**src/rtl/mem_access_unit_pkg.sv**
```systemverilog
// Shared encodings and helpers for the data-memory access unit:
// access sizes, FSM states, byte-lane masks and store-data replication.
package mem_access_unit_pkg;

    typedef enum logic [1:0] {
        SZ_BYTE = 2'd0,
        SZ_HALF = 2'd1,
        SZ_WORD = 2'd2,
        SZ_RSVD = 2'd3
    } size_e;

    typedef enum logic [1:0] {
        ST_IDLE   = 2'd0,
        ST_ACCESS = 2'd1,
        ST_WAIT   = 2'd2,
        ST_RESP   = 2'd3
    } state_e;

    localparam logic [3:0] MASK_NONE = 4'b0000;
    localparam logic [3:0] MASK_BYTE = 4'b0001;
    localparam logic [3:0] MASK_HALF = 4'b0011;
    localparam logic [3:0] MASK_WORD = 4'b1111;

    // Byte offset actually used for an access: narrower sizes keep their lane,
    // half and word accesses are silently forced onto their natural boundary.
    function automatic logic [1:0] lane_offset(input size_e sz, input logic [1:0] off);
        case (sz)
            SZ_BYTE: return off;
            SZ_HALF: return {off[1], 1'b0};
            default: return 2'b00;
        endcase
    endfunction

    function automatic logic [3:0] byte_mask(input size_e sz, input logic [1:0] off);
        case (sz)
            SZ_BYTE: return MASK_BYTE << off;
            SZ_HALF: return MASK_HALF << {off[1], 1'b0};
            default: return MASK_WORD;
        endcase
    endfunction

    function automatic logic [31:0] replicate_wdata(input size_e sz, input logic [31:0] w);
        case (sz)
            SZ_BYTE: return {4{w[7:0]}};
            SZ_HALF: return {2{w[15:0]}};
            default: return w;
        endcase
    endfunction

    // The reserved size is treated as misaligned regardless of address.
    function automatic logic is_misaligned(input size_e sz, input logic [1:0] off);
        case (sz)
            SZ_BYTE: return 1'b0;
            SZ_HALF: return off[0];
            SZ_WORD: return (off != 2'b00);
            default: return 1'b1;
        endcase
    endfunction

endpackage

```
**src/rtl/mem_access_unit_if.sv**
```systemverilog
// Pipeline-side request/response handshake plus data-memory port of the
// access unit; slave is the unit, master is the pipeline/memory environment.
interface mem_access_unit_if;
    logic        req_valid;
    logic        req_ready;
    logic        req_we;
    logic [1:0]  req_size;
    logic        req_signed;
    logic [31:0] req_addr;
    logic [31:0] req_wdata;
    logic        resp_valid;
    logic        resp_ready;
    logic [31:0] resp_rdata;
    logic        resp_err;
    logic [31:0] mem_addr;
    logic [31:0] mem_wdata;
    logic [3:0]  mem_wea;
    logic [31:0] mem_rdata;

    modport slave (
        input  req_valid, req_we, req_size, req_signed, req_addr, req_wdata,
        input  resp_ready, mem_rdata,
        output req_ready, resp_valid, resp_rdata, resp_err,
        output mem_addr, mem_wdata, mem_wea
    );

    modport master (
        output req_valid, req_we, req_size, req_signed, req_addr, req_wdata,
        output resp_ready, mem_rdata,
        input  req_ready, resp_valid, resp_rdata, resp_err,
        input  mem_addr, mem_wdata, mem_wea
    );
endinterface

```
**src/rtl/mem_load_align.sv**
```systemverilog
// Load-data extraction: shifts the addressed lane down, truncates to the
// access size and sign- or zero-extends; word loads pass straight through.
module mem_load_align
    import mem_access_unit_pkg::*;
(
    input  logic [31:0] rdata_i,
    input  logic [1:0]  offset_i,
    input  size_e       size_i,
    input  logic        signed_i,
    output logic [31:0] data_o
);

    logic [31:0] shifted_s;

    // Lane shift followed by size truncation and extension.
    always_comb begin
        shifted_s = rdata_i >> {offset_i, 3'b000};
        case (size_i)
            SZ_BYTE: data_o = {{24{signed_i & shifted_s[7]}}, shifted_s[7:0]};
            SZ_HALF: data_o = {{16{signed_i & shifted_s[15]}}, shifted_s[15:0]};
            default: data_o = shifted_s;
        endcase
    end

endmodule

```
**src/rtl/mem_access_unit.sv**
```systemverilog
// Data-memory initiator: turns MEM-stage load/store requests into aligned memory
// accesses. Optional misalignment trapping is enabled by defining MISALIGN_TRAP_EN.
module mem_access_unit
    import mem_access_unit_pkg::*;
#(
    parameter int unsigned MEM_LATENCY = 0
) (
    input  logic              clk,
    input  logic              resetn,
    mem_access_unit_if.slave  bus
);

    localparam logic [1:0] WAIT_INIT = 2'(MEM_LATENCY - 1);

    state_e      state_q;
    logic        we_q;
    size_e       size_q;
    logic        signed_q;
    logic [1:0]  off_q;
    logic [1:0]  cnt_q;
    logic        req_ready_q;
    logic        resp_valid_q;
    logic        resp_err_q;
    logic [31:0] resp_rdata_q;
    logic [31:0] mem_addr_q;
    logic [31:0] mem_wdata_q;
    logic [3:0]  mem_wea_q;

    size_e       req_size_d;
    logic        trap_d;
    logic [3:0]  mask_d;
    logic [31:0] wdata_d;
    logic [31:0] load_data_s;

    assign req_size_d = size_e'(bus.req_size);
    assign mask_d     = byte_mask(req_size_d, bus.req_addr[1:0]);
    assign wdata_d    = replicate_wdata(req_size_d, bus.req_wdata);

`ifdef MISALIGN_TRAP_EN
    assign trap_d = is_misaligned(req_size_d, bus.req_addr[1:0]);
`else
    assign trap_d = 1'b0;
`endif

    mem_load_align u_align (
        .rdata_i  (bus.mem_rdata),
        .offset_i (lane_offset(size_q, off_q)),
        .size_i   (size_q),
        .signed_i (signed_q),
        .data_o   (load_data_s)
    );

    // Access FSM; every bus-facing output is a register updated here.
    always_ff @(posedge clk or negedge resetn) begin
        if (!resetn) begin
            state_q      <= ST_IDLE;
            we_q         <= 1'b0;
            size_q       <= SZ_BYTE;
            signed_q     <= 1'b0;
            off_q        <= 2'b00;
            cnt_q        <= 2'd0;
            req_ready_q  <= 1'b1;
            resp_valid_q <= 1'b0;
            resp_err_q   <= 1'b0;
            resp_rdata_q <= 32'h0000_0000;
            mem_addr_q   <= 32'h0000_0000;
            mem_wdata_q  <= 32'h0000_0000;
            mem_wea_q    <= MASK_NONE;
        end else begin
            case (state_q)
                ST_IDLE: begin
                    if (bus.req_valid) begin
                        we_q        <= bus.req_we;
                        size_q      <= req_size_d;
                        signed_q    <= bus.req_signed;
                        off_q       <= bus.req_addr[1:0];
                        req_ready_q <= 1'b0;
                        if (trap_d) begin
                            state_q      <= ST_RESP;
                            resp_valid_q <= 1'b1;
                            resp_err_q   <= 1'b1;
                            resp_rdata_q <= 32'h0000_0000;
                        end else begin
                            state_q     <= ST_ACCESS;
                            mem_addr_q  <= {bus.req_addr[31:2], 2'b00};
                            mem_wdata_q <= wdata_d;
                            mem_wea_q   <= bus.req_we ? mask_d : MASK_NONE;
                        end
                    end
                end
                ST_ACCESS: begin
                    mem_wea_q <= MASK_NONE;
                    if (we_q) begin
                        state_q      <= ST_RESP;
                        resp_valid_q <= 1'b1;
                        resp_err_q   <= 1'b0;
                        resp_rdata_q <= 32'h0000_0000;
                    end else if (MEM_LATENCY == 0) begin
                        state_q      <= ST_RESP;
                        resp_valid_q <= 1'b1;
                        resp_err_q   <= 1'b0;
                        resp_rdata_q <= load_data_s;
                    end else begin
                        state_q <= ST_WAIT;
                        cnt_q   <= WAIT_INIT;
                    end
                end
                ST_WAIT: begin
                    mem_wea_q <= MASK_NONE;
                    if (cnt_q == 2'd0) begin
                        state_q      <= ST_RESP;
                        resp_valid_q <= 1'b1;
                        resp_err_q   <= 1'b0;
                        resp_rdata_q <= load_data_s;
                    end else begin
                        cnt_q <= cnt_q - 2'd1;
                    end
                end
                ST_RESP: begin
                    mem_wea_q <= MASK_NONE;
                    if (bus.resp_ready) begin
                        state_q      <= ST_IDLE;
                        resp_valid_q <= 1'b0;
                        resp_err_q   <= 1'b0;
                        req_ready_q  <= 1'b1;
                    end
                end
                default: begin
                    state_q      <= ST_IDLE;
                    req_ready_q  <= 1'b1;
                    resp_valid_q <= 1'b0;
                    resp_err_q   <= 1'b0;
                    mem_wea_q    <= MASK_NONE;
                end
            endcase
        end
    end

    assign bus.req_ready  = req_ready_q;
    assign bus.resp_valid = resp_valid_q;
    assign bus.resp_rdata = resp_rdata_q;
    assign bus.mem_addr   = mem_addr_q;
    assign bus.mem_wdata  = mem_wdata_q;
    assign bus.mem_wea    = mem_wea_q;
`ifdef MISALIGN_TRAP_EN
    assign bus.resp_err   = resp_err_q;
`else
    assign bus.resp_err   = 1'b0;
`endif

endmodule

```
**src/flat_wrapper.sv**
```systemverilog
// flat-port wrapper written by rule: the top's interface ports become plain ports
module mem_access_unit_flat import mem_access_unit_pkg::*;
#(
    parameter int unsigned MEM_LATENCY = 0
)
  (clk, resetn, bus_req_valid, bus_req_we, bus_req_size, bus_req_signed, bus_req_addr, bus_req_wdata, bus_resp_ready, bus_mem_rdata, bus_req_ready, bus_resp_valid, bus_resp_rdata, bus_resp_err, bus_mem_addr, bus_mem_wdata, bus_mem_wea);
  mem_access_unit_if bus_i ();
  input  logic clk;
  input  logic resetn;
  input wire logic [$bits(bus_i.req_valid)-1:0] bus_req_valid;
  input wire logic [$bits(bus_i.req_we)-1:0] bus_req_we;
  input wire logic [$bits(bus_i.req_size)-1:0] bus_req_size;
  input wire logic [$bits(bus_i.req_signed)-1:0] bus_req_signed;
  input wire logic [$bits(bus_i.req_addr)-1:0] bus_req_addr;
  input wire logic [$bits(bus_i.req_wdata)-1:0] bus_req_wdata;
  input wire logic [$bits(bus_i.resp_ready)-1:0] bus_resp_ready;
  input wire logic [$bits(bus_i.mem_rdata)-1:0] bus_mem_rdata;
  output wire logic [$bits(bus_i.req_ready)-1:0] bus_req_ready;
  output wire logic [$bits(bus_i.resp_valid)-1:0] bus_resp_valid;
  output wire logic [$bits(bus_i.resp_rdata)-1:0] bus_resp_rdata;
  output wire logic [$bits(bus_i.resp_err)-1:0] bus_resp_err;
  output wire logic [$bits(bus_i.mem_addr)-1:0] bus_mem_addr;
  output wire logic [$bits(bus_i.mem_wdata)-1:0] bus_mem_wdata;
  output wire logic [$bits(bus_i.mem_wea)-1:0] bus_mem_wea;
  assign bus_i.req_valid = bus_req_valid;
  assign bus_i.req_we = bus_req_we;
  assign bus_i.req_size = bus_req_size;
  assign bus_i.req_signed = bus_req_signed;
  assign bus_i.req_addr = bus_req_addr;
  assign bus_i.req_wdata = bus_req_wdata;
  assign bus_i.resp_ready = bus_resp_ready;
  assign bus_i.mem_rdata = bus_mem_rdata;
  assign bus_req_ready = bus_i.req_ready;
  assign bus_resp_valid = bus_i.resp_valid;
  assign bus_resp_rdata = bus_i.resp_rdata;
  assign bus_resp_err = bus_i.resp_err;
  assign bus_mem_addr = bus_i.mem_addr;
  assign bus_mem_wdata = bus_i.mem_wdata;
  assign bus_mem_wea = bus_i.mem_wea;
  mem_access_unit #(.MEM_LATENCY(MEM_LATENCY)) u_core (.clk(clk), .resetn(resetn), .bus(bus_i));
endmodule
```
**config.mk**
```make
export PLATFORM = sky130hd
export DESIGN_NAME = mem_access_unit_flat
export DESIGN_NICKNAME = d
export VERILOG_FILES = /design/src/rtl/mem_access_unit_pkg.sv /design/src/rtl/mem_access_unit_if.sv /design/src/rtl/mem_load_align.sv /design/src/rtl/mem_access_unit.sv /design/src/flat_wrapper.sv
export SDC_FILE = /design/constraint.sdc
export NUM_CORES = 1
export LEC_CHECK = 0
export ABC_CLOCK_PERIOD_IN_PS = 2050
export BUFFER_PORTS_ARGS = -buffer_cell sky130_fd_sc_hd__buf_2
export CORE_MARGIN = 5
export CORE_UTILIZATION = 45
export CTS_BUF_LIST = sky130_fd_sc_hd__clkbuf_4
export CTS_CLUSTER_DIAMETER = 50
export DETAILED_ROUTE_END_ITERATION = 16
export PLACE_DENSITY = 0.77
export SYNTH_ARGS = -nofsm -noshare
export SYNTH_HDL_FRONTEND = slang
export SYNTH_SLANG_ARGS = --single-unit
```
**constraint.sdc**
```tcl
create_clock -name clk -period 2.05 [get_ports clk]
set_clock_uncertainty 0.2 [all_clocks]
set_input_delay 0.3075 -clock clk [delete_from_list [all_inputs] [get_ports clk]]
set_output_delay 0.3075 -clock clk [all_outputs]
set_load 0.02 [all_outputs]
```
# After elaboration in Yosys (flattened, before gate mapping)
# Index checks and enable logic that the tools add are counted.
# totals
reg_bits,110
inputBits,104
elab_cells,61
# classes
n_addsub,1
n_eq_ne,8
shifts,3
muxes,20
bitwise,4
reduce_logical,13
# ops
op,count
$pmux W32 S2,3
$mux W32,2
$shr A32 B5 Y32,1
$pmux W4 S2,2
$reduce_and A3 Y1,3
$logic_not A2 Y1,4
$mux W4,2
$pmux W2 S4,1
$eq A2 B1 Y1 const B,3
$mux W2,3
$reduce_and A2 Y1,3
$eq A2 B2 Y1 const B,2
$mux W1,4
$ne A2 B2 Y1 const B,2
$pmux W2 S2,1
$reduce_bool A2 Y1,2
$shl A1 B2 Y4 const A,1
$shl A2 B2 Y4 const A,1
$pmux W1 S3,1
$reduce_or A3 Y1,1
$and A1 B1 Y1,2
$ne A2 B1 Y1 const B,1
$not A1 Y1,2
$pmux W1 S2,1
$sub A2 B1 Y2 const B,1

# Depth between registers and ports, before layout
# Gate-level depths: netlist (run 1).
# logic_depth
depth_word,7
ltp_mapped,9

# By module
# A second synthesis (run 1) with hierarchy kept.
# unflattened
hier_cells,610
hier_area_um2,5517.8
# modules_own_cells
mod,instances,cells_each,area_per_inst_um2,seq_area_each_um2
mem_access_unit,1,504,4709.5,2753.9
mem_load_align,1,106,808.3,0.0

# Least setup slack after synthesis (run 1)
# OpenSTA, ideal clock, no wires.
# synth_path
kind,register to register
from,reg u_core.size_q[0]
to,"reg u_core.resp_rdata_q[16], in the netlist u_core.bus.resp_rdata[16]"
arrival_time_ns,1.693
required_time_ns,1.729
path_slack_ns,0.036
stages_incl_launch_ff,7
path_buffers,1
path_cell_list,dfrtp_1 -> nor2b_1 -> mux2_4 -> a211oi_4 -> o22ai_2 -> buf_4 -> a22o_1
# synth_between
elab_chain_len,7
# synth_rtl
item,line,text
start: declaration,mem_access_unit.sv:17,size_e size_q;
start signal: assignment,mem_access_unit.sv:74,size_q <= req_size_d;
$eq A2 B1 Y1 / $logic_not A2 Y1 (equally long branches),"mem_access_unit_pkg.sv:27, mem_load_align.sv:18",
$pmux W2 S2,mem_access_unit_pkg.sv:27,case (sz)
$shr A32 B5 Y32,mem_load_align.sv:17,"shifted_s = rdata_i >> {offset_i, 3'b000};"
$and A1 B1 Y1 (on tied branches),"mem_load_align.sv:20, mem_load_align.sv:19",
$pmux W32 S2 *,mem_load_align.sv:18,case (size_i)
$mux W32 (on tied branches),"mem_access_unit.sv:110, mem_access_unit.sv:93",
$pmux W32 S2 *,mem_access_unit.sv:70,case (state_q)
end signal: assignment,mem_access_unit.sv:102,resp_rdata_q <= load_data_s;
end signal: assignment,mem_access_unit.sv:114,resp_rdata_q <= load_data_s;
end: declaration,mem_access_unit.sv:24,logic [31:0] resp_rdata_q;
# Mark *: on every way between the ends. The rest lies on a longest branch, timed or not. The select of a mux whose other input is x is not followed.
# A chain may end at the register's enable or synchronous reset.

# Worst setup path in the final report (run 1)
# layout_path
from,reg u_core.size_q[0]
to,"reg u_core.resp_rdata_q[19], in the netlist u_core.bus.resp_rdata[19]"
# The elaborated chain is that of the path after synthesis.

==> summary.txt, run 1 <==
Die
  – Chip width: 115 µm
  – Vert. Die Dim: 115 µm
  – # rows: 38
  – I/O Pins: 207
  – Initial Util: 46.0%
  – Core ar.: 0.0109 mm²
  – Die area: 0.0133 mm²

Cells and area
  – Most common cell after layout, fill and taps aside: buf_2
  – Nets: 864
  – Most frequent cells in the layout: buf_2, dfrtp_1, dlygate4sd3_1
  – Area growth syn-to-layout: 50.3%
  – Share of layout cells above drive strength 1: 39.7%
  – # diodes: 0

Power and ir drop
  – P_leak: 3.85 nW
  – Worst vdd ir: 0.867 mV
  – PwrDens: 1420 mW/mm²
  – Comb pwr share: 52.9%
  – Net Sw Frac: 42.2%
  – Clock power frac: 12.5%
  – P_sw: 4.52 mW
  – Overall power: 10.7 mW
  – Seq pwr share: 34.6%
  – Cell-internal power: 6.19 mW

STA
  – RSZ-0062 raised after global routing: yes
  – Slew headroom: 61.7%
  – Peak Freq: 494 MHz
  – Fin Hold WS: 0.0432 ns
  – Slew Viols, Final: 0
  – Fin crit period: 2.02 ns
  – PnR worst setup slack: 0.0251 ns
  – Tightest Pin Transition: 0.574 ns
  – Fin crit share: 98.8%
  – Final setup viols: 0
  – Hold Violations, Final: 0

Setup path
  – Crit path launch type: flop
  – Slowest CP cell: dfrtp_1
  – Delay-heaviest family, CP: compound AO/OA/AOI/OAI gates
  – Worst-path fanout max: 12
  – Critical Path RT: 2.20 ns
  – Crit Path Category: reg2reg
  – Slowest cell delay on critical path: 0.43 ns
  – Arr. time, crit path: 2.17 ns
  – Crit-path cells: nor2b_2 -> mux2_4 -> a211oi_4 -> o22ai_4 -> buf_12 -> a22o_1
  – Crit path launch: u_core.size_q[0]
  – Worst r2r src: u_core.size_q[0]
  – CP endpoint kind: flop
  – WP buf/inv: 1

Logic synthesis
  – Post-synth top flop: dfrtp_1
  – Netlist Area Pre-Place: 0.00501 mm²
  – Register area share after synthesis: 55.0%
  – Ys Warns: 0
  – Post-synthesis average cell area: 11.3 µm²
  – Post-synth EDFFs: 0
  – Post-synthesis register bit count: 110
  – Mapped Cells: 444
  – Cell variety after synth: 39
  – Synth async-reset ratio: 100%

Routing
  – Post-route ant nets: 0
  – Initial DRC Count: 335
  – Mean number of vias per cell: 5.31
  – Via count: 4781
  – Drt drc: 0
  – Drt wl/cell: 17.9 µm
  – DRT Pass-1 Iters: 5
  – Final WL: 16.1 mm

Global route
  – Antenna violations before repair: 0
  – Largest net degree at the start of global routing: 51
  – GR Overflow Total: 0
  – GRT Total Usage: 24.3%
  – Number of global-route vias before repair: 5112
  – First-pass GRT wire length: 25.4 mm

CTS
  – Reg clk slew, reported paths: 0.17 ns
  – # H-tree levels: 3
  – CTS tree: built
  – Worst-skew pair later-pin latency: 0.47 ns
  – CTS Buf Count: 9
  – Clk Tree Root Cell: clkbuf_4
  – Clock sinks: 110
  – Maximum root-to-sink buffer count: 2

Placement
  – Post-Place Worst Slack: -0.278 ns
  – Final Wtd Congestion: 0.844
  – Hpwl dp: 10.6 mm
  – Port Buffers: 203

Worst hold path
  – HP Class: in2reg
  – Hold_sp: bus_mem_rdata[14]

Outcome
  – Outcome: complete, no violations

Run
  – Max_cap viols: 0
-- layout make-up --
| class | instances | area [µm²] |
|---|---|---|
| Clock buffer | 11 | 82.6 |
| Multi-Input combinational cell | 297 | 2120 |
| Clock inverter | 5 | 98.8 |
| Inverter | 9 | 33.8 |
| Timing Repair Buffer | 328 | 2260 |
| Sequential cell | 110 | 2750 |
| Fill cell | 752 | 3370 |
| Tap cell | 140 | 175 |
-- stage by stage --
| stage | cells | cell area, µm² | TNS [ns] | util [%] |
|---|---|---|---|---|
| after floorplan | 446 | 5010 | 0 | - |
| final | 900 | 7520 | 0 | 69.1 |
| after global routing | 900 | 7520 | -0.212 | 69.1 |
| after CTS | 900 | 7520 | 0 | 69.1 |
| after detailed placement | 787 | 6340 | -4.54 | 58.2 |
| after global placement | 787 | 6340 | -2.73 | 58.2 |
-- cell families after synthesis --
| kind of cell | count (synthesis) | share of synthesized area [%] |
|---|---|---|
| AO/OA/AOI/OAI | 103 | 14.0 |
| XOR/XNOR | 1 | 0.175 |
| adder cells (fa/ha/maj) | 5 | 1.25 |
| buffers and inverters | 39 | 3.35 |
| flip-flops | 110 | 55.0 |
| multiplexers | 70 | 15.2 |
| other | 1 | 0.0749 |
| AND/OR/NAND/NOR | 115 | 11.0 |
-- repair_timing --
item                                   in CTS  in global routing
pin swaps                                   2                  9
buffers inserted                            2                  0
setup endpoints to repair                  24                 20
gates cloned                                0                  0
gates resized for setup                     3                  3
hold buffers                               96                  0
endpoints found under the hold margin     208                  0
-- per-layer routing --
layer / up-vias / share of wire, % / GRT usage, %
li1: 2180 / - / -
met1: 2292 / 38 / 29.1
met2: 263 / 48 / 40.8
met3: 46 / 11 / 6.79
met4: 0 / 3.6 / 11.4
met5: - / 0 / 0
-- sequential cells by signal (all words and copies together), names as in the netlist --
name,flops
u_core.bus.mem_addr,30
u_core.bus.req_ready,1
u_core.size_q,2
u_core.bus.mem_wdata,32
u_core.we_q,1
u_core.bus.mem_wea,4
u_core.cnt_q,2
u_core.bus.resp_valid,1
u_core.state_q,2
u_core.signed_q,1
u_core.off_q,2
u_core.bus.resp_rdata,32
-- path summary, 6_finish.rpt --
check                           cells past startpoint                         to  slack (ns)
max in group asynchronous                           3       u_core.bus.req_ready        0.94
worst max register to register                      6  u_core.bus.resp_rdata[19]        0.03
worst min register to register                      2    u_core.bus.mem_wdata[9]        0.30
min in group asynchronous                           2  u_core.bus.resp_rdata[29]        0.07
worst max-delay path                                6  u_core.bus.resp_rdata[19]        0.03
worst min-delay path                                4  u_core.bus.resp_rdata[14]        0.04
-- synthesized netlist by cell type, types with 2 or more instances --
library cell    n  area [µm²]
inv_1           9        33.8
nor2_1         14        52.6
a22o_1         23         201
o21ai_0        33         165
o31ai_1         2        15.0
nor2b_1         3        18.8
buf_4           4        30.0
dfrtp_1       109        2730
o211ai_1        2        15.0
a31oi_1         2        12.5
a21o_1          8        60.1
a21oi_1        19        95.1
buf_2           5        25.0
mux2i_1        25         250
mux2_2         43         484
nand2b_1       23         144
clkbuf_1       20        75.1
ha_1            5        62.6
a211o_1         7        61.3
nand3_1        22         110
nand2_1        47         176
a21boi_0        2        15.0
-- worst register-to-register path, stage by stage, from the launching register on --
cell and delay [ns]:
dfrtp_1 0.43, nor2b_2 0.15, mux2_4 0.33, a211oi_4 0.33, o22ai_4 0.12, buf_12 0.16, a22o_1 0.19
-- power by group through the flow --
stage	Clock, mW	Sequential [mW]	Combinational [mW]
global route	1.44	3.82	6.11
CTS	1.36	3.69	5.60
floorplan	0	4.73	2.33
detailed placement	0	3.72	5.34
global placement	0	3.66	5.17
finish	1.34	3.71	5.66
Power figures use the tool's default switching activity.
==> inputs of run 2 (changes only) <==
--- a/config.mk
+++ b/config.mk
@@ -7,12 +7,14 @@
 export LEC_CHECK = 0
 export ABC_CLOCK_PERIOD_IN_PS = 2050
 export BUFFER_PORTS_ARGS = -buffer_cell sky130_fd_sc_hd__buf_2
-export CORE_MARGIN = 5
-export CORE_UTILIZATION = 45
+export CORE_ASPECT_RATIO = 1.2
+export CORE_MARGIN = 2
+export CORE_UTILIZATION = 46
 export CTS_BUF_LIST = sky130_fd_sc_hd__clkbuf_4
 export CTS_CLUSTER_DIAMETER = 50
 export DETAILED_ROUTE_END_ITERATION = 16
-export PLACE_DENSITY = 0.77
+export PLACE_DENSITY = 0.76
 export SYNTH_ARGS = -nofsm -noshare
 export SYNTH_HDL_FRONTEND = slang
+export SYNTH_HIERARCHICAL = 1
 export SYNTH_SLANG_ARGS = --single-unit
==> summary.txt, run 2 <==
Setup path
  – Reg2Reg Depth: 8
  – Crit Path Category: reg2reg
  – Crit path capture: u_core/bus.resp_rdata[30]
  – Slowest cell delay on critical path: 0.48 ns
  – Crit-path cells: nor2b_4 -> buf_12 -> mux2_4 -> o221ai_4 -> clkbuf_16 -> o2bb2ai_1 -> nand2_1 -> o21ai_1
  – Crit path launch type: flop
  – Arr. time, crit path: 2.15 ns
  – Crit path launch: u_core/size_q[1]
  – CP endpoint kind: flop
  – Slowest CP cell: dfrtp_2
  – Critical Path RT: 2.20 ns
  – Worst r2r src: u_core/size_q[1]
  – Flop-to-flop setup slack: 0.06 ns
  – RR Endpoint: u_core/bus.resp_rdata[30]
  – Worst-path fanout max: 8

CTS
  – # H-tree levels: 3
  – Clk Tree Root Cell: clkbuf_4
  – CTS Buf Count: 9
  – Clock sinks: 110
  – Worst-skew pair later-pin latency: 0.45 ns
  – Maximum root-to-sink buffer count: 2
  – Reg clk slew, reported paths: 0.16 ns
  – CTS tree: built

Placement
  – Placed Area: 0.00673 mm²
  – Final Wtd Congestion: 0.916
  – Post-Place Worst Slack: 0.00617 ns
  – Placed cell count: 949
  – Port Buffers: 203
  – Hpwl dp: 10.8 mm

Global route
  – Largest net degree at the start of global routing: 65
  – GRT Total Usage: 26.2%
  – First-pass GRT wire length: 27.0 mm
  – Number of global-route vias before repair: 5434
  – GR Overflow Total: 0
  – Antenna violations before repair: 0

Die
  – Vert. Die Dim: 124 µm
  – Core ar.: 0.0116 mm²
  – Initial Util: 47.5%
  – Die area: 0.0129 mm²
  – Chip width: 104 µm
  – I/O Pins: 207
  – # rows: 43

Logic synthesis
  – Mapped Cells: 610
  – Netlist Area Pre-Place: 0.00552 mm²
  – Post-synth EDFFs: 0
  – Post-synth top area share: 49.4%
  – Synth async-reset ratio: 100%
  – Ys Warns: 6
  – Post-synth top flop: dfrtp_1
  – Synth area leader: dfrtp_1
  – Dominant cells by area after synthesis: dfrtp_1, nand2_1, mux2i_1, o21ai_1, a21oi_1
  – Register area share after synthesis: 49.9%
  – Most numerous cell in the Yosys netlist: nand2_1
  – Post-synthesis register bit count: 110
  – Cell variety after synth: 47
  – Post-synthesis average cell area: 9.05 µm²
  – Top cells by count, synth: nand2_1, dfrtp_1, mux2i_1

Power and ir drop
  – P_leak: 3.94 nW
  – Worst vdd ir: 0.710 mV
  – PwrDens: 1380 mW/mm²
  – Overall power: 10.6 mW

Routing
  – Final WL: 17.1 mm
  – Drt drc: 0
  – Drt wl/cell: 16.4 µm
  – Post-route ant nets: 0
  – DRT Pass-1 Iters: 6
  – Initial DRC Count: 291
  – Via count: 5424
  – Mean number of vias per cell: 5.21

STA
  – Tightest Pin Transition: 0.500 ns
  – Fin crit period: 1.99 ns
  – Fin Hold WS: 0.0419 ns
  – Slew Viols, Final: 0
  – Setup TNS: 0 ns
  – Fin crit share: 97.2%
  – Peak Freq: 502 MHz
  – Slew headroom: 66.6%
  – PnR worst setup slack: 0.0584 ns
  – Hold Violations, Final: 0
  – Final setup viols: 0

Cells and area
  – Most frequent cells in the layout: nand2_1, buf_2, dfrtp_1
  – Most common cell after layout, fill and taps aside: nand2_1
  – Utilization after layout: 66.3%
  – Nets: 988
  – Fin area: 0.00770 mm²
  – Post-route insts no fill: 1041
  – Area growth syn-to-layout: 39.6%
  – Share of layout cells above drive strength 1: 30.6%

Run
  – Max_cap viols: 0

Outcome
  – Outcome: complete, no violations

Worst hold path
  – HP Class: in2reg
## run 2: cell type report
type	instances	area [µm²]
tap	157	196
clock buffer	9	67.6
inverter	6	22.5
clock inverter	7	73.8
fill	937	3920
multi-input combinational	452	2510
antenna	1	2.50
timing repair buffer	299	2070
sequential	110	2760
## run 2: worst min path at each step
stage | start | end | slack (ns) | depth (start not counted)
CTS | bus_mem_rdata[31] | u_core/bus.resp_rdata[31] | 0.0007 | 4
finish | bus_mem_rdata[31] | u_core/bus.resp_rdata[31] | 0.04 | 4
global placement | resetn | u_core/bus.resp_rdata[26] | 0.10 | 1
detailed placement | resetn | u_core/bus.resp_rdata[26] | 0.12 | 1
floorplan | resetn | u_core/bus.mem_addr[10] | -0.19 | 0
global route | bus_mem_rdata[31] | u_core/bus.resp_rdata[31] | 0.001 | 4
## run 2: cell families after synthesis
kind of cell             after synthesis  synth area share (%)
buffers and inverters                 50                  5.40
XOR/XNOR                               2                 0.318
flip-flops                           110                  49.9
other                                  1                0.0680
multiplexers                          37                  7.19
adder cells (fa/ha/maj)                6                  1.36
AO/OA/AOI/OAI                        128                  14.7
AND/OR/NAND/NOR                      276                  21.1
## run 2: power breakdown
part | total, mW | switching, mW | leakage, nW | internal, mW
sequential | 3.60 | 0.529 | 1.39 | 3.07
clock | 1.11 | 0.739 | 0.0662 | 0.374
combinational | 5.94 | 3.61 | 2.49 | 2.33
## run 2: worst max-delay path: cells and delay by family (launching register included)
| family | cells | cell delay, ns |
|---|---|---|
| simple gates | 2 | 0.22 |
| compound gates | 3 | 0.34 |
| buf+inv | 2 | 0.34 |
| flops | 1 | 0.48 |
| mux | 1 | 0.31 |
## run 2: what timing repair did
action / CTS / global route
setup buffers: 0 / 2
gates cloned: 0 / 2
endpoints found under the hold margin: 129 / 0
hold buffers: 71 / 0
setup endpoints to repair: 9 / 25
pin swaps: 0 / 1
resized for setup: 1 / 9
## run 2: routing by layer
| layer | GRT usage [%] | wire, µm |
|---|---|---|
| met1 | 30.4 | 6550 |
| met2 | 46.5 | 8520 |
| met3 | 6.59 | 1510 |
| met4 | 11.5 | 501 |
| met5 | 0 | 0 |
